$ cat config.mk
export PLATFORM = sky130hd
export DESIGN_NAME = fetch_unit
export DESIGN_NICKNAME = d
export VERILOG_FILES = /design/src/rtl/fetch_unit.sv
export SDC_FILE = /design/constraint.sdc
export NUM_CORES = 1
export LEC_CHECK = 0
export ABC_AREA = 1
export BUFFER_PORTS_ARGS = -buffer_cell sky130_fd_sc_hd__buf_4
export CAP_MARGIN = 5
export CORE_UTILIZATION = 60
export CTS_CLUSTER_SIZE = 25
export DETAILED_ROUTE_END_ITERATION = 12
export PLACE_DENSITY = 0.8
export REMOVE_ABC_BUFFERS = 1
export SLEW_MARGIN = 30
export SYNTH_ARGS = -nofsm -noshare
export SYNTH_HDL_FRONTEND = slang
export SYNTH_SLANG_ARGS = --single-unit
$ cat constraint.sdc
create_clock -name CLK -period 3.1 [get_ports CLK]
set_clock_uncertainty 0.1 [all_clocks]
set_input_delay 0.465 -clock CLK [delete_from_list [all_inputs] [get_ports CLK]]
set_output_delay 0.465 -clock CLK [all_outputs]
set_load 0.02 [all_outputs]
$ cat src/rtl/fetch_unit.sv
// Program counter and fetch sequencer: IDLE/RUN/HALTED control with a
// return-address stack, stall support and signed PC-relative branches.
module fetch_unit #(
  parameter int unsigned PW         = 16,
  parameter int unsigned OW         = 8,
  parameter int unsigned RAS_DEPTH  = 4,
  parameter int unsigned START_ADDR = 0,
  localparam int unsigned CW        = $clog2(RAS_DEPTH + 1)
) (
  input  logic          CLK,
  input  logic          Reset_n,
  input  logic          Start,
  input  logic          Halt,
  input  logic          Stall,
  input  logic          Branch_abs,
  input  logic          Branch_rel_en,
  input  logic          ALU_zero,
  input  logic [PW-1:0] Target,
  input  logic [OW-1:0] Offset,
  input  logic          Call,
  input  logic          Ret,
  output logic [PW-1:0] PC,
  output logic          Running,
  output logic [CW-1:0] Ras_count,
  output logic          Ras_ovf,
  output logic          Ras_unf,
  output logic [1:0]    dbg_state
);

  localparam int unsigned IW = (RAS_DEPTH > 1) ? $clog2(RAS_DEPTH) : 1;

  typedef enum logic [1:0] {
    S_IDLE   = 2'd0,
    S_RUN    = 2'd1,
    S_HALTED = 2'd2
  } state_t;

  state_t        state_q, state_d;
  logic [PW-1:0] pc_q, pc_d;
  logic [PW-1:0] pc_inc, rel_target;
  logic [CW-1:0] cnt_q, cnt_d;
  logic          ovf_q, ovf_d;
  logic          unf_q, unf_d;
  logic          running_q;
  logic          push_en;
  logic          stack_full, stack_empty;
  logic [IW-1:0] push_idx, top_idx;
  logic [PW-1:0] ras_mem [RAS_DEPTH];

  assign pc_inc      = pc_q + PW'(1);
  assign rel_target  = pc_q + PW'($signed(Offset));
  assign stack_full  = (cnt_q == CW'(RAS_DEPTH));
  assign stack_empty = (cnt_q == '0);
  assign push_idx    = IW'(cnt_q);
  assign top_idx     = IW'(cnt_q - CW'(1));

  always_ff @(posedge CLK or negedge Reset_n) begin
    if (!Reset_n) state_q <= S_IDLE;
    else          state_q <= state_d;
  end

  always_comb begin
    state_d = state_q;
    case (state_q)
      S_IDLE:   if (Start) state_d = S_RUN;
      S_RUN:    if (Halt)  state_d = S_HALTED;
      S_HALTED: if (Start) state_d = S_IDLE;
      default:  state_d = S_IDLE;
    endcase
  end

  // Control-flow strobes are level inputs sampled at each edge; in RUN the
  // priority is Halt > Stall > Ret > Call > Branch_abs > relative branch.
  always_comb begin
    pc_d    = pc_q;
    cnt_d   = cnt_q;
    ovf_d   = ovf_q;
    unf_d   = unf_q;
    push_en = 1'b0;
    case (state_q)
      S_RUN: begin
        if (!Halt && !Stall) begin
          if (Ret) begin
            if (!stack_empty) begin
              pc_d  = ras_mem[top_idx];
              cnt_d = cnt_q - CW'(1);
            end else begin
              pc_d  = pc_inc;
              unf_d = 1'b1;
            end
          end else if (Call) begin
            pc_d = Target;
            if (!stack_full) begin
              push_en = 1'b1;
              cnt_d   = cnt_q + CW'(1);
            end else begin
              ovf_d = 1'b1;
            end
          end else if (Branch_abs) begin
            pc_d = Target;
          end else if (Branch_rel_en && ALU_zero) begin
            pc_d = rel_target;
          end else begin
            pc_d = pc_inc;
          end
        end
      end
      S_HALTED: begin
        if (Start) begin
          pc_d  = PW'(START_ADDR);
          cnt_d = '0;
          ovf_d = 1'b0;
          unf_d = 1'b0;
        end
      end
      default: ;
    endcase
  end

  always_ff @(posedge CLK or negedge Reset_n) begin
    if (!Reset_n) begin
      pc_q      <= PW'(START_ADDR);
      cnt_q     <= '0;
      ovf_q     <= 1'b0;
      unf_q     <= 1'b0;
      running_q <= 1'b0;
    end else begin
      pc_q      <= pc_d;
      cnt_q     <= cnt_d;
      ovf_q     <= ovf_d;
      unf_q     <= unf_d;
      running_q <= (state_d == S_RUN);
    end
  end

  // Stack storage needs no reset: entries above cnt_q are never read.
  always_ff @(posedge CLK) begin
    if (push_en) ras_mem[push_idx] <= pc_inc;
  end

  assign PC        = pc_q;
  assign Running   = running_q;
  assign Ras_count = cnt_q;
  assign Ras_ovf   = ovf_q;
  assign Ras_unf   = unf_q;
  assign dbg_state = state_q;

endmodule

==> results.ini <==
[sta]
timing.fmax_ghz = 0.428
setup_viol = 0
hold_viol_final = 0
slew_violations = 0
tns_ns = 0
min_period_over_period = 0.754
rsz0062_at_grt = no
slew_headroom = 0.484
max_slew.worst_pin.slew_ns = 0.773
final.min_clock_period_ns = 2.34

[global_route]
track_usage = 0.306
grt_max_degree = 38
overflow = 0
grt_pass1_vias = 4659
grt_first_pass_wirelength_mm = 22.6
antenna_found_initial = 0

[cts]
cts_resized = 0
root_buffer = clkbuf_8
cts_setup_buffers = 0
hold_buffers = 1
cts_sinks = 88
cts_made_buffers = 9
tritoncts = yes
insertion_delay_ns = 0.36
cts_buffer_depth = 2
clkSlewWorstSetupHoldPaths_ns = 0.09
h-tree-depth = 3

[critical_path]
worstRegToRegCells = 10
critical_path.max_stage_delay_ns = 0.42
r2r_slack_ns = 0.76
cp-start-kind = register
r2r-end = PC[3]
cp.required_ns = 3.28
worstReg2RegStart = Ras_count[1]
cp_max_fo = 18
crit_chain = inv_1 > ha_1 > buf_4 > inv_1 > o21ai_0 > o22ai_1 > nand2_1 > o211ai_1 > nand3_1 > o21ai_0
cp_slowest_cell = dfrtp_1
cp.arrival_ns = 2.51
critPathKind = reg2reg
crit_path_end_kind = register

[routing]
antenna_left = 0
vias = 4935
drt_wl_total_mm = 14.0
viasPerCell = 5.63
first_pass_iters = 10
avgRoutedWirePerCell_um = 15.9
drc = 2
drtIter0Drc = 543

[status]
status = finished, violations left
violations = design-rule violations

[layout]
antenna_cells = 0
final_cell_area_um2 = 6230
drive_gt1_frac = 0.140
fin_nets = 820
syn2layout_area_growth_pct = 13.4
utilization = 0.708

[yosys]
async_flop_share = 0.273
synth_cell_types = 36
synth_top_area_share = 0.350
ys_top_cells_by_area = edfxtp_1 (35%), nand2_1 (16%), dfrtp_1 (11%), nand3_1 (7.3%), inv_1 (5.8%)
synth_edf_count = 64
yosysSeqAreaShare = 0.459
synth-seq-cells = 88
synth_area_per_cell_um2 = 7.78
ys_warn_count = 0
ys.flop_type = edfxtp_1
syn_area_um2 = 5500
synth_area_leader_cell = edfxtp_1
synthCells = 706

[worst_hold_path]
hp-class = in2reg
holdPathEnd = dbg_state[0]
min_from = Halt
worst_hold_path.num_cells = 2

[pwr]
ir_drop_v = 0.000450
finalPower_mw = 5.74
leakage_nw = 2.93
cellPowerDensity_nw_per_um2 = 921

[job]
cap_viol_max_count = 0

[placed_design]
portBuffers = 57
place.gp.congestion = 0.915
place_area_um2 = 6020
dpl.hpwl_mm = 10.0

[floorplanning]
core_um2 = 8810
die_h_um = 97.7
pin_count = 58
start_util = 0.624
fp-row-count = 34
die_area_um2 = 9550
dieWidth_um = 97.7

## registers in the layout, summed over array words and instances (netlist names)
signal     count
Ras_unf        1
dbg_state      2
Running        1
Ras_count      3
ras_mem       64
Ras_ovf        1
PC            16
## worst max path at each step
stage	start	end	slack, ns	depth (start not counted)
after CTS	Ras_count[1]	PC[3]	0.76	10
after detailed placement	Ras_count[1]	PC[3]	0.78	10
after global placement	Ras_count[1]	PC[3]	0.82	10
final	Ras_count[1]	PC[3]	0.76	10
after floorplan	Ras_count[0]	ras_mem[2][0]	-0.06	5
after global routing	Ras_count[1]	PC[3]	0.56	10
## cell usage in the layout (no fill, tap or decap), types with 4 or more instances in the layout
cell type	instances
a31oi_1	5
xor2_1	10
nor2_1	42
o21ai_1	4
o21ai_0	24
o211ai_1	8
nor2_2	8
nand2_2	8
dfrtp_1	24
buf_4	68
inv_1	85
edfxtp_1	64
a21oi_1	37
nand2_1	231
clkbuf_8	11
nand3_1	80
ha_1	21
o22ai_1	4
nand4_1	4
## layer usage
layer	vias to the layer above	wire, um	global-route usage	part of all wire
met1	2259	5780	0.418	0.41
met5	-	0	0	0
li1	2422	-	-	-
met4	0	382	0.119	0.027
met2	222	6760	0.500	0.48
met3	32	1050	0.0403	0.075
## per-stage QoR
step	hold slack (ns)	setup slack [ns]	std cells
floorplan	0.0694	-0.0567	684
global placement	0.288	0.815	860
detailed placement	0.292	0.781	860
CTS	0.193	0.760	877
global route	0.200	0.560	877
finish	0.201	0.764	877
## logic make-up after synthesis
| group | synth area share |
|---|---|
| AOI/OAI and AO/OA | 0.0913 |
| xor gates and xnor gates | 0.0191 |
| adders and majority gates | 0.0515 |
| buffers and inverters | 0.0840 |
| DFF | 0.459 |
| and+or+nand+nor | 0.295 |
## worst max-delay path, delay by kind of cell, from the launching register on
kind / cells / cell delay, ns
simple gates: 2 / 0.17
fa+ha+maj: 1 / 0.24
buf+inv: 3 / 0.75
compound gates: 4 / 0.56
flops: 1 / 0.42
## cell type report
cell class	instances	area, um^2
inverter	90	338
clock buffer	11	151
clock inverter	5	55.1
tap	108	135
timing repair buffer	69	520
fill	703	2570
sequential	88	2520
multi-input combinational	506	2510
## power breakdown
| part | switching, mW | internal (mW) |
|---|---|---|
| combinational | 2.07 | 1.04 |
| sequential | 0.267 | 1.55 |
| clock | 0.399 | 0.414 |
## Yosys cell counts, types with 4 or more instances
cell type	instances
a31oi_1	5
inv_1	85
o21ai_1	4
nand2_2	8
o21ai_0	24
clkbuf_1	4
a21oi_1	37
o211ai_1	8
nor2_2	8
nor2_1	42
buf_2	12
nand4_1	4
nand2_1	231
o22ai_1	4
ha_1	21
xor2_1	10
dfrtp_1	24
nand3_1	80
edfxtp_1	64
Note: power is estimated with default switching activity, not from simulation.
